--- src/rtl/sram_arb_pkg.sv ---
// Shared types and constants for the VGA/client SRAM port arbiter.
package sram_arb_pkg;

    localparam int unsigned ADDR_W = 20;
    localparam int unsigned DATA_W = 16;
    localparam int unsigned XY_W   = 10;

    typedef enum logic [2:0] {
        ST_IDLE,
        ST_VRD,
        ST_CRD,
        ST_CWR,
        ST_TURN
    } arb_state_e;

    // Client command payload; must stay stable while the request is pending.
    typedef struct packed {
        logic              we;
        logic [ADDR_W-1:0] addr;
        logic [DATA_W-1:0] wdata;
    } cli_cmd_t;

    function automatic logic [ADDR_W-1:0] pack_xy(input logic [XY_W-1:0] x, input logic [XY_W-1:0] y);
        return {x, y};
    endfunction

endpackage

--- src/rtl/sram_port_arbiter_if.sv ---
// Bus bundle between the arbiter, its two clients and the SRAM pins.
interface sram_port_arbiter_if;
    import sram_arb_pkg::*;

    logic              vga_req;
    logic [ADDR_W-1:0] vga_addr;
    logic [DATA_W-1:0] vga_data;
    logic              vga_valid;
    logic              vga_miss;

    logic              cli_req;
    cli_cmd_t          cli_cmd;
    logic [DATA_W-1:0] cli_rdata;
    logic              cli_ack;

    logic [ADDR_W-1:0] sram_addr;
    logic              sram_we_n;
    logic              sram_oe_n;
    logic              sram_dq_oe;
    logic [DATA_W-1:0] sram_dq_out;
    logic [DATA_W-1:0] sram_dq;

    modport master (
        output vga_req, vga_addr, cli_req, cli_cmd, sram_dq,
        input  vga_data, vga_valid, vga_miss, cli_rdata, cli_ack,
        input  sram_addr, sram_we_n, sram_oe_n, sram_dq_oe, sram_dq_out
    );

    modport slave (
        input  vga_req, vga_addr, cli_req, cli_cmd, sram_dq,
        output vga_data, vga_valid, vga_miss, cli_rdata, cli_ack,
        output sram_addr, sram_we_n, sram_oe_n, sram_dq_oe, sram_dq_out
    );

endinterface

--- src/rtl/sram_starve_ctr.sv ---
// Counts cycles a pending client is passed over; hit flags the limit.
module sram_starve_ctr #(
    parameter int unsigned LIMIT = 64
) (
    input  logic clk,
    input  logic rst,
    input  logic pending,
    input  logic grant,
    output logic hit
);

    localparam int unsigned CNT_W = 8;

    logic [CNT_W-1:0] count;

    // Pending is false while an op is in flight, so clearing on !pending also covers iCLI_REQ=0.
    always_ff @(posedge clk or posedge rst) begin
        if (rst) begin
            count <= '0;
            hit   <= 1'b0;
        end else if (grant || !pending) begin
            count <= '0;
            hit   <= 1'b0;
        end else if (!hit) begin
            count <= count + CNT_W'(1);
            hit   <= (count + CNT_W'(1)) == CNT_W'(LIMIT);
        end
    end

endmodule

--- src/rtl/sram_port_arbiter.sv ---
// Shares one async SRAM port between VGA scan-out and a req/ack compute client.
module sram_port_arbiter
    import sram_arb_pkg::*;
#(
    parameter int unsigned STARVE_LIMIT = 64
) (
    input  logic                iCLK,
    input  logic                iRST,
    sram_port_arbiter_if.slave  bus
);

    arb_state_e state;
    arb_state_e next_state;
    logic       cli_pend_c;
    logic       cli_grant_c;
    logic       vga_drop_c;
    logic       starve_hit;

    sram_starve_ctr #(.LIMIT(STARVE_LIMIT)) u_starve (
        .clk     (iCLK),
        .rst     (iRST),
        .pending (cli_pend_c),
        .grant   (cli_grant_c),
        .hit     (starve_hit)
    );

    always_ff @(posedge iCLK or posedge iRST) begin
        if (iRST) state <= ST_IDLE;
        else      state <= next_state;
    end

    // Next-state decision; an op already in flight is never re-issued.
    always_comb begin
        next_state  = ST_IDLE;
        cli_pend_c  = bus.cli_req && !bus.cli_ack && (state != ST_CRD) && (state != ST_CWR);
        if (state == ST_CWR)
            next_state = ST_TURN;
        else if (cli_pend_c && starve_hit)
            next_state = bus.cli_cmd.we ? ST_CWR : ST_CRD;
        else if (bus.vga_req)
            next_state = ST_VRD;
        else if (cli_pend_c)
            next_state = bus.cli_cmd.we ? ST_CWR : ST_CRD;
        cli_grant_c = (next_state == ST_CRD) || (next_state == ST_CWR);
        vga_drop_c  = bus.vga_req && (next_state != ST_VRD);
    end

    always_ff @(posedge iCLK or posedge iRST) begin
        if (iRST) begin
            bus.sram_addr   <= '0;
            bus.sram_we_n   <= 1'b1;
            bus.sram_oe_n   <= 1'b1;
            bus.sram_dq_oe  <= 1'b0;
            bus.sram_dq_out <= '0;
            bus.vga_data    <= '0;
            bus.vga_valid   <= 1'b0;
            bus.vga_miss    <= 1'b0;
            bus.cli_rdata   <= '0;
            bus.cli_ack     <= 1'b0;
        end else begin
            bus.sram_we_n  <= !(next_state == ST_CWR);
            bus.sram_oe_n  <= !((next_state == ST_VRD) || (next_state == ST_CRD));
            bus.sram_dq_oe <= (next_state == ST_CWR) || (next_state == ST_TURN);
            if (next_state == ST_VRD)
                bus.sram_addr <= bus.vga_addr;
            else if (cli_grant_c)
                bus.sram_addr <= bus.cli_cmd.addr;
            if (next_state == ST_CWR)
                bus.sram_dq_out <= bus.cli_cmd.wdata;

            // Read data is captured one edge after the address was registered.
            bus.vga_valid <= (state == ST_VRD);
            if (state == ST_VRD)
                bus.vga_data <= bus.sram_dq;
            bus.cli_ack <= (state == ST_CRD) || (state == ST_CWR);
            if (state == ST_CRD)
                bus.cli_rdata <= bus.sram_dq;
            bus.vga_miss <= vga_drop_c;
        end
    end

endmodule

--- src/flat_wrapper.sv ---
// flat-port wrapper written by rule: the top's interface ports become plain ports
module sram_port_arbiter_flat import sram_arb_pkg::*;
#(
    parameter int unsigned STARVE_LIMIT = 64
)
  (iCLK, iRST, bus_vga_req, bus_vga_addr, bus_cli_req, bus_cli_cmd, bus_sram_dq, bus_vga_data, bus_vga_valid, bus_vga_miss, bus_cli_rdata, bus_cli_ack, bus_sram_addr, bus_sram_we_n, bus_sram_oe_n, bus_sram_dq_oe, bus_sram_dq_out);
  sram_port_arbiter_if bus_i ();
  input  logic iCLK;
  input  logic iRST;
  input wire logic [$bits(bus_i.vga_req)-1:0] bus_vga_req;
  input wire logic [$bits(bus_i.vga_addr)-1:0] bus_vga_addr;
  input wire logic [$bits(bus_i.cli_req)-1:0] bus_cli_req;
  input wire logic [$bits(bus_i.cli_cmd)-1:0] bus_cli_cmd;
  input wire logic [$bits(bus_i.sram_dq)-1:0] bus_sram_dq;
  output wire logic [$bits(bus_i.vga_data)-1:0] bus_vga_data;
  output wire logic [$bits(bus_i.vga_valid)-1:0] bus_vga_valid;
  output wire logic [$bits(bus_i.vga_miss)-1:0] bus_vga_miss;
  output wire logic [$bits(bus_i.cli_rdata)-1:0] bus_cli_rdata;
  output wire logic [$bits(bus_i.cli_ack)-1:0] bus_cli_ack;
  output wire logic [$bits(bus_i.sram_addr)-1:0] bus_sram_addr;
  output wire logic [$bits(bus_i.sram_we_n)-1:0] bus_sram_we_n;
  output wire logic [$bits(bus_i.sram_oe_n)-1:0] bus_sram_oe_n;
  output wire logic [$bits(bus_i.sram_dq_oe)-1:0] bus_sram_dq_oe;
  output wire logic [$bits(bus_i.sram_dq_out)-1:0] bus_sram_dq_out;
  assign bus_i.vga_req = bus_vga_req;
  assign bus_i.vga_addr = bus_vga_addr;
  assign bus_i.cli_req = bus_cli_req;
  assign bus_i.cli_cmd = bus_cli_cmd;
  assign bus_i.sram_dq = bus_sram_dq;
  assign bus_vga_data = bus_i.vga_data;
  assign bus_vga_valid = bus_i.vga_valid;
  assign bus_vga_miss = bus_i.vga_miss;
  assign bus_cli_rdata = bus_i.cli_rdata;
  assign bus_cli_ack = bus_i.cli_ack;
  assign bus_sram_addr = bus_i.sram_addr;
  assign bus_sram_we_n = bus_i.sram_we_n;
  assign bus_sram_oe_n = bus_i.sram_oe_n;
  assign bus_sram_dq_oe = bus_i.sram_dq_oe;
  assign bus_sram_dq_out = bus_i.sram_dq_out;
  sram_port_arbiter #(.STARVE_LIMIT(STARVE_LIMIT)) u_core (.iCLK(iCLK), .iRST(iRST), .bus(bus_i));
endmodule
--- config.mk ---
export PLATFORM = sky130hd
export DESIGN_NAME = sram_port_arbiter_flat
export DESIGN_NICKNAME = d
export VERILOG_FILES = /design/src/rtl/sram_arb_pkg.sv /design/src/rtl/sram_port_arbiter_if.sv /design/src/rtl/sram_starve_ctr.sv /design/src/rtl/sram_port_arbiter.sv /design/src/flat_wrapper.sv
export SDC_FILE = /design/constraint.sdc
export NUM_CORES = 1
export LEC_CHECK = 0
export ABC_CLOCK_PERIOD_IN_PS = 2400
export BUFFER_PORTS_ARGS = -buffer_cell sky130_fd_sc_hd__clkbuf_2
export CAP_MARGIN = 20
export CORE_MARGIN = 3
export CORE_UTILIZATION = 43
export DETAILED_ROUTE_END_ITERATION = 10
export PLACE_DENSITY = 0.76
export SYNTH_ARGS = -nofsm -noshare
export SYNTH_HDL_FRONTEND = slang
export SYNTH_SLANG_ARGS = --single-unit
export TNS_END_PERCENT = 50
--- constraint.sdc ---
create_clock -name iCLK -period 2.4 [get_ports iCLK]
set_clock_uncertainty 0.05 [all_clocks]
set_input_delay 0.12 -clock iCLK [delete_from_list [all_inputs] [get_ports iCLK]]
set_output_delay 0.12 -clock iCLK [all_outputs]
set_load 0.1 [all_outputs]
==> results.json, run 1 <==
{
  "outcome": "completed",
  "row_count": 32,
  "vias": 3062,
  "rsz0062_at_grt": "false",
  "port_buffers": 150,
  "place.gp.congestion": 0.795,
  "required_ps": 2520,
  "antenna_found_initial": 0,
  "path_delay_family": "compound AO/OA/AOI/OAI gates",
  "mostFrequentLayoutCells": "150 x clkbuf_2, 84 x dfrtp_1, 72 x dlygate4sd3_1, 45 x inv_1, 38 x mux2_2",
  "cp-start-kind": "register",
  "synth_area_per_cell_sq_um": 12.6,
  "final_common_cell": "clkbuf_2",
  "worst_slack_ps": 257,
  "crit_chain": "nand2b_1, a311o_1, o221ai_1",
  "initial_core_util_pct": 45.3,
  "die-area_sq_um": 9480,
  "grt_usage_pct": 21.4,
  "fillers": 561,
  "cts_buffers": 9,
  "areaGrowthSynthToFinish_pct": 49.5,
  "hold_viol": 0,
  "crit_path_end_kind": "register",
  "maxSlewHeadroom_pct": 42.5,
  "postCtsSetupBuffers": 0,
  "ys_seq_area_share_pct": 60.0,
  "grt_first_pass_wirelength_um": 16200,
  "tightest_slew_ps": 862,
  "drtIter0Drc": 143,
  "diodes": 0,
  "p_leak_nw": 2.70,
  "h-tree-depth": 3,
  "syn_area_sq_um": 3590,
  "holdWs_ps": 12.5,
  "synth_cells": 284,
  "placedCellCount": 526,
  "ys.warnings.count": 0,
  "ant_nets": 0,
  "grt-ovfl-total": 0,
  "critPathMaxStageDelay_ps": 820,
  "setup_tns_ps": 0,
  "p_per_area_nw_per_um2": 1080,
  "io_pins": 151,
  "first_global_vias": 3297,
  "post-route-period-util_pct": 89.3,
  "final_core_util_pct": 67.7,
  "slowest_stage": "a311o_1",
  "maxCapViolations": 0,
  "finalMaxSlewViolations": 0,
  "hpwl_um": 6180,
  "min_path_type": "input pin to register",
  "synth_cell_types": 35,
  "drc_errors": 0,
  "arrival_ps": 2260,
  "synth_seq_cells": 86,
  "path_buf_inv": 0,
  "clock_latency_ps": 340,
  "crit_type": "register to register",
  "clockRootBuffer": "clkbuf_8",
  "cp_max_fo": 21,
  "fin_area_sq_um": 5370,
  "final_layout_size_suffix_gt1_share_pct": 42.1,
  "dr.pass1.iters": 4,
  "clkTransAtPathRegs_ps": 80,
  "dieWidth_um": 97.4,
  "setup_viol": 0,
  "die_h_um": 97.4,
  "cts_buffer_depth": 2,
  "grt_max_degree": 49,
  "fin_cells": 613,
  "period_needed_ps": 2140,
  "place_ws_ps": 345,
  "ir_worst_vdd_mv": 0.394,
  "wl_per_cell_um": 16.4,
  "synthesis.nets": 362,
  "fin_nets": 585,
  "coreArea_sq_um": 7930,
  "fmax_mhz": 467,
  "routed_wl_um": 10000,
  "drt-vias-per-instance": 5.00,
  "dpl_cell_area_sq_um": 4440,
  "p_total_mw": 5.79,
  "cts_sinks": 86,
  "cts_tree": "yes"
}
[synth_stat cells, drive strengths merged]
library cell | n | area, sq um
xor2 | 2 | 17.5
a32o | 1 | 10.0
inv | 46 | 173
nand3b | 2 | 18.8
nor2 | 7 | 33.8
a311o | 1 | 10.0
a21oi | 4 | 20.0
a31oi | 1 | 6.26
dfstp | 2 | 52.6
xnor2 | 2 | 17.5
nand4 | 22 | 153
and3 | 2 | 12.5
mux2 | 48 | 541
dfrtp | 84 | 2100
nor2b | 2 | 12.5
nand2b | 2 | 12.5
o21ai | 3 | 15.0
mux2i | 1 | 10.0
or3 | 4 | 25.0
nand3 | 4 | 20.0
buf | 10 | 63.8
a21boi | 1 | 7.51
ha | 1 | 12.5
nand2 | 3 | 11.3
nor3b | 1 | 18.8
and4b | 1 | 10.0
clkbuf | 6 | 22.5
o21a | 1 | 7.51
o221ai | 20 | 175
[power by group]
group,internal (mW),switching (mW)
Sequential,1.72,0.147
Clock,0.580,0.480
Combinational,0.507,2.36
Total,2.81,2.99
[repair_timing]
item	CTS	global route
endpoints found under the hold margin	106	0
resized for setup	0	0
hold buffers	72	0
[registers in the layout, summed over array words and instances, names as in the netlist, 3 cells and up]
name,count
u_core.u_starve.count,8
u_core.bus.cli_rdata,16
u_core.state,3
u_core.bus.vga_data,16
u_core.bus.sram_addr,20
u_core.bus.sram_dq_out,16
[cell type report]
cell class              count  area (sq um)  area share [%]
repair buffers            228          1530            28.5
clock inverters             4          72.6            1.35
multi-input cells         136          1180            22.0
clock buffers              11           131            2.45
flip-flops and latches     86          2150            40.1
inverters                  46           174            3.24
well taps                 102           128            2.38
[worst paths after layout]
| check | from | endpoint | slack, ps | cells past startpoint |
|---|---|---|---|---|
| max | u_core.state[2]$_DFF_PP0_ | u_core.bus.sram_addr[8]$_DFFE_PP0P_ | 260 | 3 |
| min | bus_vga_addr[1] | u_core.bus.sram_addr[1]$_DFFE_PP0P_ | 10 | 3 |
| max reg2reg | u_core.state[2]$_DFF_PP0_ | u_core.bus.sram_addr[8]$_DFFE_PP0P_ | 260 | 3 |
| min reg2reg | u_core.u_starve.count[0]$_DFFE_PP0P_ | u_core.u_starve.count[0]$_DFFE_PP0P_ | 430 | 1 |
| max in group asynchronous | iRST | u_core.bus.sram_oe_n$_DFF_PP1_ | 1210 | 4 |
| min in group asynchronous | iRST | u_core.bus.cli_rdata[9]$_DFFE_PP0P_ | 360 | 3 |
[per-layer routing]
metal | up-vias | global-route usage, % | wire length, um
li1 | 1436 | - | -
met2 | 153 | 36.2 | 5050
met1 | 1440 | 25.1 | 3920
met3 | 33 | 4.81 | 703
met4 | 0 | 11.6 | 361
met5 | - | 0 | 0
[worst reg2reg max path, stage by stage (launching register included)]
cell      delay [ps]
dfrtp_1          410
nand2b_1         400
a311o_1          820
o221ai_1         290
[cell families after synthesis]
logic type	after synthesis	share of synthesized area [%]
DFF	86	60.0
buffers and inverters	62	7.21
and+or+nand+nor	50	9.13
muxes	49	15.3
AOI/OAI and AO/OA	32	7.00
xor gates and xnor gates	4	0.976
adders and majority gates	1	0.348
No activity file was read; power rests on OpenSTA's default activity.
==> run 2: changes to the inputs <==
--- a/config.mk
+++ b/config.mk
@@ -8,7 +8,7 @@
 export ABC_CLOCK_PERIOD_IN_PS = 2400
 export BUFFER_PORTS_ARGS = -buffer_cell sky130_fd_sc_hd__clkbuf_2
 export CAP_MARGIN = 20
-export CORE_MARGIN = 3
+export CORE_MARGIN = 2
 export CORE_UTILIZATION = 43
 export DETAILED_ROUTE_END_ITERATION = 10
 export PLACE_DENSITY = 0.76
==> results.json, run 2 (synthesis gave the netlist of run 1 again) <==
{
  "io_pins": 151,
  "fin_nets": 590,
  "die-area_sq_um": 9100,
  "row_count": 33,
  "cts_buffers": 9,
  "hold_path_end": "u_core.bus.sram_addr[14]$_DFFE_PP0P_",
  "finalMaxSlewViolations": 0,
  "dieWidth_um": 95.4,
  "areaGrowthSynthToFinish_pct": 51.0,
  "cp_max_fo": 20,
  "drtIter0Drc": 157,
  "initial_core_util_pct": 43.9,
  "antenna_found_initial": 0,
  "grt_first_pass_wirelength_um": 14700,
  "cts_resized": 0,
  "largest_reg_flops": 20,
  "grt_usage_pct": 21.1,
  "reg2reg_depth": 3,
  "regMostFlops": "u_core.bus.sram_addr",
  "ant_nets": 0,
  "tightest_slew_ps": 824,
  "first_global_vias": 3087,
  "grt-ovfl-total": 0,
  "holdWs_ps": 287,
  "period_needed_ps": 2020,
  "postCtsSetupBuffers": 0,
  "clkTransAtPathRegs_ps": 90,
  "maxCapViolations": 0,
  "p_leak_nw": 2.73,
  "vias": 3106,
  "coreArea_sq_um": 8180,
  "holdCritStartpoint": "bus_cli_req",
  "holdBufCountCts": 74,
  "timing.rr.start": "u_core.bus.cli_ack$_DFF_PP0_",
  "hold_depth": 4,
  "hold_viol": 0,
  "r2r_slack_ps": 380,
  "p_total_mw": 5.76,
  "ir_worst_vdd_mv": 0.491,
  "arrival_ps": 2160,
  "slowest_stage": "a32o_1",
  "crit_path_end_kind": "register",
  "die_h_um": 95.4,
  "rsz0062_at_grt": "false",
  "routed_wl_um": 9620,
  "min_path_type": "input pin to register",
  "h-tree-depth": 3,
  "place.gp.congestion": 0.787,
  "clockRootBuffer": "clkbuf_8",
  "outcome": "completed",
  "path_delay_family": "compound AO/OA/AOI/OAI gates",
  "maxSlewHeadroom_pct": 45.1,
  "diodes": 0,
  "cts_buffer_depth": 2,
  "path_buf_inv": 0,
  "crit_chain": "nor2b_2, a32o_1, o221ai_1",
  "port_buffers": 150,
  "final_layout_size_suffix_gt1_share_pct": 42.6,
  "final_common_cell": "clkbuf_2",
  "drc_errors": 0,
  "setup_tns_ps": 0,
  "cp-start-kind": "register",
  "fmax_mhz": 495,
  "setup_viol": 0,
  "critPathMaxStageDelay_ps": 790,
  "reg2reg_to": "u_core.bus.sram_addr[18]$_DFFE_PP0P_",
  "drt-vias-per-instance": 4.99,
  "clock_latency_ps": 350,
  "cts_tree": "yes",
  "post-route-period-util_pct": 84.2,
  "crit_type": "register to register",
  "required_ps": 2540,
  "hpwl_um": 6050,
  "grt_max_degree": 52,
  "cts_sinks": 86,
  "mostFrequentLayoutCells": "150 x clkbuf_2, 84 x dfrtp_1, 75 x dlygate4sd3_1, 45 x inv_1, 38 x mux2_2",
  "dr.pass1.iters": 4,
  "p_per_area_nw_per_um2": 1060,
  "wl_per_cell_um": 15.5
}
## run 2: cell count changes in the layout (fill, tap and decap cells not counted)
| cell | delta |
|---|---|
| clkbuf_1 | -2 |
| clkinvlp_4 | -1 |
| clkbuf_8 | +1 |
| bufinv_16 | -1 |
| inv_6 | +1 |
| dlygate4sd3_1 | +3 |
| buf_4 | +2 |
| clkinv_4 | +3 |
## run 2: worst max path at each step
stage	cells after the start	start	endpoint	slack [ps]
2_1_floorplan	1	iRST	u_core.bus.cli_ack$_DFF_PP0_	10
4_1_cts	3	u_core.bus.cli_ack$_DFF_PP0_	u_core.bus.sram_addr[18]$_DFFE_PP0P_	390
6_report	3	u_core.bus.cli_ack$_DFF_PP0_	u_core.bus.sram_addr[18]$_DFFE_PP0P_	380
3_3_place_gp	4	u_core.bus.cli_ack$_DFF_PP0_	u_core.bus.sram_dq_out[15]$_DFFE_PP0N_	510
5_1_grt	3	u_core.bus.cli_ack$_DFF_PP0_	u_core.bus.sram_addr[3]$_DFFE_PP0P_	210
3_5_place_dp	3	u_core.bus.cli_ack$_DFF_PP0_	u_core.bus.sram_addr[18]$_DFFE_PP0P_	400
## run 2: cell type report
class / instances / area, sq um
repair buffers: 233 / 1570
flip-flops and latches: 86 / 2150
multi-input cells: 136 / 1180
well taps: 105 / 131
clock buffers: 10 / 138
inverters: 46 / 174
fillers: 671 / 2750
clock inverters: 6 / 70.1
## run 2: layer usage
| metal | part of all wire, % | vias to the layer above | track usage, % | wire (um) |
|---|---|---|---|---|
| met5 | 0 | - | 0 | 0 |
| met1 | 39 | 1508 | 25.2 | 3710 |
| li1 | - | 1447 | - | - |
| met2 | 52 | 134 | 37.1 | 5030 |
| met4 | 2.1 | 0 | 7.38 | 198 |
| met3 | 7.0 | 17 | 5.38 | 678 |
## run 2: report_power, final
part	internal [mW]	switching, mW
clock network	0.517	0.517
logic	0.513	2.35
registers	1.72	0.147
total	2.75	3.01
## run 2: worst reg2reg max path, stage by stage (launching register included)
cell and delay (ps):
dfrtp_1 410, nor2b_2 400, a32o_1 790, o221ai_1 220
## run 2: through the flow
| step | utilization [%] | worst slack [ps] | area, sq um | std cells |
|---|---|---|---|---|
| after floorplan | - | 11.5 | 3590 | 284 |
| after global placement | 54.6 | 510 | 4460 | 531 |
| after detailed placement | 54.6 | 398 | 4460 | 531 |
| after CTS | 66.2 | 392 | 5410 | 621 |
| after global routing | 66.3 | 211 | 5420 | 622 |
| final | 66.3 | 380 | 5420 | 622 |
